$ cat config.mk
export PLATFORM = sky130hd
export DESIGN_NAME = snake_game_ctrl
export DESIGN_NICKNAME = d
export VERILOG_FILES = /design/src/rtl/snake_game_ctrl.sv
export SDC_FILE = /design/constraint.sdc
export NUM_CORES = 1
export LEC_CHECK = 0
export ABC_AREA = 0
export ABC_CLOCK_PERIOD_IN_PS = 2700
export CAP_MARGIN = 20
export CORE_AREA = 5 5 85 87
export CTS_CLUSTER_SIZE = 20
export DETAILED_ROUTE_END_ITERATION = 8
export DIE_AREA = 0 0 90 92
export HOLD_SLACK_MARGIN = 0.08
export SYNTH_ARGS = -nofsm -noshare
export SYNTH_HDL_FRONTEND = slang
export SYNTH_SLANG_ARGS = --single-unit
export TNS_END_PERCENT = 5
$ cat constraint.sdc
create_clock -name clk -period 2.7 [get_ports clk]
set_clock_uncertainty 0.1 [all_clocks]
set_input_delay 0.405 -clock clk [delete_from_list [all_inputs] [get_ports clk]]
set_output_delay 0.405 -clock clk [all_outputs]
set_load 0.005 [all_outputs]
$ cat src/rtl/snake_game_ctrl.sv
// Game sequencer for the snake body-memory block: tick generation, direction latch,
// move/shift handshake, collision and food evaluation. Define WALL_COLLIDE_EN for wall deaths.
module snake_game_ctrl #(
  parameter int H        = 32,
  parameter int V        = 32,
  parameter int TICK_DIV = 2500000,
  parameter int SETTLE   = 2,
  localparam int XBITS   = (H > 1) ? $clog2(H) : 1,
  localparam int YBITS   = (V > 1) ? $clog2(V) : 1
) (
  input  logic             clk,
  input  logic             reset,
  input  logic             start,
  input  logic             pause,
  input  logic [3:0]       btn,
  input  logic             end_shift,
  input  logic             self_col,
  input  logic [XBITS-1:0] head_x,
  input  logic [YBITS-1:0] head_y,
  input  logic [XBITS-1:0] food_x,
  input  logic [YBITS-1:0] food_y,
  output logic             snake_rst,
  output logic             move_enable,
  output logic [1:0]       move,
  output logic             shift,
  output logic             food_req,
  output logic [7:0]       score,
  output logic             game_over,
  output logic             running
);

  localparam int CW = $clog2(TICK_DIV);
  localparam int SW = (SETTLE > 1) ? $clog2(SETTLE) : 1;
  localparam logic [CW-1:0] TICK_LAST   = CW'(TICK_DIV - 1);
  localparam logic [SW-1:0] SETTLE_LAST = SW'(SETTLE - 1);

  typedef enum logic [3:0] {
    IDLE, INIT, WAIT_TICK, MOVE, SHIFT, WAIT_SHIFT, SETTLE_S, CHECK, OVER
  } state_t;

  state_t        state;
  logic [1:0]    dir;
  logic [1:0]    pending;
  logic [CW-1:0] tick_cnt;
  logic [SW-1:0] settle_cnt;

  logic          btn_valid;
  logic [1:0]    btn_dir;
  logic          accept;
  logic          wall_hit;

  // NOTE: every signal written here gets a default first, otherwise the
  // unmatched case arms would infer latches.
  always_comb begin
    btn_valid = 1'b0;
    btn_dir   = 2'd0;
    case (btn)
      4'b0001: begin btn_valid = 1'b1; btn_dir = 2'd0; end
      4'b0010: begin btn_valid = 1'b1; btn_dir = 2'd1; end
      4'b0100: begin btn_valid = 1'b1; btn_dir = 2'd2; end
      4'b1000: begin btn_valid = 1'b1; btn_dir = 2'd3; end
      default: ;
    endcase
  end

  // Reversal is the direction with bit 1 flipped (right<->left, up<->down).
  assign accept = btn_valid && (btn_dir != (dir ^ 2'd2));

`ifdef WALL_COLLIDE_EN
  always_comb begin
    wall_hit = 1'b0;
    case (pending)
      2'd0: wall_hit = (head_x == XBITS'(H - 1));
      2'd1: wall_hit = (head_y == YBITS'(V - 1));
      2'd2: wall_hit = (head_x == '0);
      2'd3: wall_hit = (head_y == '0);
      default: ;
    endcase
  end
`else
  assign wall_hit = 1'b0;
`endif

  // NOTE: sequential state uses non-blocking assignments so every register
  // samples pre-edge values regardless of statement order.
  always_ff @(posedge clk) begin
    if (reset) begin
      state       <= IDLE;
      dir         <= 2'd0;
      pending     <= 2'd0;
      tick_cnt    <= '0;
      settle_cnt  <= '0;
      snake_rst   <= 1'b0;
      move_enable <= 1'b0;
      move        <= 2'd0;
      shift       <= 1'b0;
      food_req    <= 1'b0;
      score       <= 8'd0;
      game_over   <= 1'b0;
      running     <= 1'b0;
    end else begin
      snake_rst   <= 1'b0;
      move_enable <= 1'b0;
      shift       <= 1'b0;
      food_req    <= 1'b0;

      if (state != IDLE && state != OVER && accept)
        pending <= btn_dir;

      // Strobes are registered on entry, so each one is high during its own state.
      case (state)
        IDLE, OVER: begin
          if (start) begin
            state     <= INIT;
            snake_rst <= 1'b1;
            food_req  <= 1'b1;
            score     <= 8'd0;
            game_over <= 1'b0;
          end
        end
        INIT: begin
          dir      <= 2'd0;
          pending  <= 2'd0;
          tick_cnt <= '0;
          running  <= 1'b1;
          state    <= WAIT_TICK;
        end
        WAIT_TICK: begin
          if (!pause) begin
            if (tick_cnt == TICK_LAST) begin
              tick_cnt <= '0;
              if (wall_hit) begin
                state     <= OVER;
                game_over <= 1'b1;
                running   <= 1'b0;
              end else begin
                state       <= MOVE;
                dir         <= pending;
                move        <= pending;
                move_enable <= 1'b1;
              end
            end else begin
              tick_cnt <= tick_cnt + CW'(1);
            end
          end
        end
        MOVE: begin
          shift <= 1'b1;
          state <= SHIFT;
        end
        SHIFT: state <= WAIT_SHIFT;
        WAIT_SHIFT: begin
          if (end_shift) begin
            settle_cnt <= '0;
            state      <= SETTLE_S;
          end
        end
        SETTLE_S: begin
          if (settle_cnt == SETTLE_LAST) state <= CHECK;
          else settle_cnt <= settle_cnt + SW'(1);
        end
        CHECK: begin
          if (self_col) begin
            state     <= OVER;
            game_over <= 1'b1;
            running   <= 1'b0;
          end else begin
            if (head_x == food_x && head_y == food_y) begin
              if (score != 8'hFF) score <= score + 8'd1;
              food_req <= 1'b1;
            end
            state <= WAIT_TICK;
          end
        end
        default: state <= IDLE;
      endcase
    end
  end

endmodule

==> results.md <==
* Status: finished clean
* Dpl ws at 0.09040 ns
* Comb power frac at 28.1%
* Num rows at 29
* Fin crit period at 2.261 ns
* Setup-failing EPs final at 0
* Syn_nets at 332
* Max Cap Viol at 0
* Seq pwr share at 47.4%
* Most used DFF post-synth: dfxtp_1
* I/O Buffers at 45
* RSZ-0062 raised after global routing: no
* Simple-Gate Fraction of Synth Area at 31.84%
* # IOs at 46
* Ys async rst share at 0%
* WHS at 0.3605 ns
* Switching Fraction at 33.15%
* CP arrival at 2.34 ns
* Final hold vios at 0
* Total Power at 1.669 mW
* H-Tree Depth at 2
* RD Place Congestion at 0.8280
* Final WL at 5.796 mm
* Core area at 6277 um^2
* Setup CP Type: in -> reg
* Leak at 1.090 nW
* Final non-filler cell total at 427
* Total track usage at 14.24%
* Fmax at 442.2 MHz
* Fin util at 49.81%
* Diode count at 0
* Synthesized area at 2487 um^2
* DR vias/cell at 5.260
* Max transition margin at 68.72%
* TritonCTS buffer count at 5
* Layout area overhead at 25.70%
* DP HPWL at 4.327 mm
* Hold crit path type: reg -> reg
* CTS tree: yes
* Post-cts resize count at 0
* First-pass GRT wire length at 10.03 mm
* #FFs+latches synth at 47
* Hold buffers post-CTS at 0
* CTS Root Cell: clkbuf_8
* Routed Antenna Nets at 0
* Crit share post-route at 83.75%
* Congestion Overflow GR at 0
* Sw power at 0.5533 mW
* Routed WL per cell at 13.57 um
* Worst setup EP type: flop
* Synth warnings at 0
* Setup ws final at 0.4387 ns
* Vias in the first global route at 2184
* Initial core utilization at 39.63%
* DR vias at 2246
* Drt first pass iters at 4
* Worst-path clk slew at 0.08 ns
* Data required, critical path at 2.77 ns
* Power Density at 533.9 nW/um^2
* Iter 0 DRT Violations at 66
* Placed cells at 419
* Worst setup SP type: input port
* Final instance area at 3127 um^2
* Post-CTS setup buffers at 0
* Post-DP Area at 3045 um^2
* Die width at 90 um
* Adder-Cell Fraction of Synth Area at 1.006%
* Register area share after synthesis at 37.83%
* XOR/XNOR Fraction of Synth Area at 11.62%
* Clk buf depth at 2
* DRC at 0
* Setup TNS Final at 0 ns
* CP Max Fanout at 7
* Largest family of logic cells by synthesized area: simple AND/OR/NAND/NOR gates
* Nets at 381
* Largest net degree at the start of global routing at 23
* Synthesized instance count at 300
* Final Max Slew Viols at 0
* EDFF count, synth at 0
* Sink Count at 47
* Internal Power at 1.116 mW
* Initial antenna violation count at 0
* Worst-Margin Slew at 0.4686 ns
* Synth unique cells at 52
* Die H at 92 um
* Synth Area in Compound Gates at 13.63%
* Worst vdd ir at 255.6 uV
* Mux contribution to synthesized area at 1.207%
* Clk_lat worst skew at 0.30 ns
* Mean Syn Cell Area at 8.291 um^2
* Die area at 8280 um^2
* Share of layout cells above drive strength 1 at 5.429%
* Clk pwr share at 24.6%
[power by group through the flow]
| stage | clock [mW] | combinational (mW) | sequential, mW |
|---|---|---|---|
| global route | 0.464 | 0.537 | 0.800 |
| detailed placement | 0 | 0.472 | 0.804 |
| finish | 0.410 | 0.468 | 0.790 |
| global placement | 0 | 0.471 | 0.803 |
| floorplan | 0 | 0.318 | 0.781 |
| CTS | 0.428 | 0.474 | 0.788 |
[worst max-delay path, stage by stage]
cell	delay [ns]
clkdlybuf4s50_1	0.42
xor2_1	0.16
nor4_1	0.43
nand4_1	0.36
o311ai_0	0.42
o21ai_0	0.13
[cell usage in the layout, fill, tap and decap left out, types with 2 or more instances in the layout]
master / Yosys / final
nand2b_1: 5 / 5
nor2b_1: 4 / 4
a21oi_1: 17 / 17
xnor2_1: 11 / 11
nand2_1: 31 / 31
dfxtp_1: 47 / 47
and4_1: 3 / 3
a21o_1: 4 / 4
nand3_1: 17 / 17
clkbuf_1: 7 / 2
a211oi_1: 2 / 2
clkdlybuf4s50_1: 0 / 45
clkbuf_8: 0 / 5
or4b_1: 2 / 2
buf_4: 0 / 7
xor2_1: 22 / 22
o21ai_0: 3 / 3
or4_1: 4 / 4
nand4_1: 7 / 7
nor3_1: 12 / 12
o311ai_0: 3 / 3
mux2i_1: 3 / 3
a31oi_1: 3 / 3
inv_1: 8 / 8
nor4b_1: 2 / 2
nor2_1: 39 / 39
nand4b_1: 3 / 3
a211o_1: 2 / 2
and4b_1: 2 / 2
ha_1: 2 / 2
and3_1: 6 / 6
nor4_1: 4 / 4
[state kept, by name (all words and copies together), names as in the netlist]
signal and count:
dir 2, game_over 1, move 2, pending 2
food_req 1, score 8, snake_rst 1, tick_cnt 22
settle_cnt 1, shift 1, running 1, state 4
move_enable 1
[cells in the mapped netlist (all sizes together) (2+ instances only)]
master	n	area, um^2
nand4	7	43.79
a211o	2	17.52
a21o	4	30.03
ha	2	25.02
nor3	12	60.06
o311ai	3	26.28
inv	8	30.03
nor2	39	146.4
xnor2	11	96.34
or4	5	41.29
nand2b	5	31.28
nand2	31	116.4
nand4b	3	26.28
xor2	22	192.7
a211oi	3	35.03
buf	3	15.01
a31oi	3	18.77
a21oi	18	93.84
and4	3	26.28
o21ai	4	20.01
dfxtp	47	940.9
or4b	2	20.02
clkbuf	7	26.28
nand3	17	85.08
and3	6	37.54
nor4b	2	17.52
nor4	5	46.29
nor2b	4	25.02
mux2i	3	30.03
and4b	2	20.02
[final timing paths]
path	slack, ns	to	from	cells past startpoint
worst max-delay path	0.44	score[7]	food_y[0]	6
worst min-delay path	0.36	move[1]	move[1]	2
worst max register to register	0.52	tick_cnt[16]	state[0]	5
worst min register to register	0.36	move[1]	move[1]	2
[cell families (layout without fill, tap and decap cells)]
logic type	count (synthesis)	in the layout
and+or+nand+nor	149	149
AOI/OAI and AO/OA	48	48
DFF	47	47
xor gates and xnor gates	33	33
buffers and inverters	18	68
muxes	3	3
adders and majority gates	2	2
[metal layers]
| metal | track usage, % | up-vias | routed length, um |
|---|---|---|---|
| met2 | 22.68 | 35 | 2769 |
| met5 | 0 | - | 0 |
| met1 | 18.97 | 1029 | 2761 |
| met4 | 5.831 | 0 | 128 |
| li1 | - | 1170 | - |
| met3 | 2.700 | 12 | 136 |
[layout make-up]
type,count,area [um^2]
well taps,77,96.34
repair buffers,52,503.0
inverters,8,30.03
flip-flops and latches,47,940.9
clock buffers,7,76.32
fillers,631,3151
clock inverters,1,5.005
multi-input cells,235,1475
No activity file was read; power rests on OpenSTA's default activity.
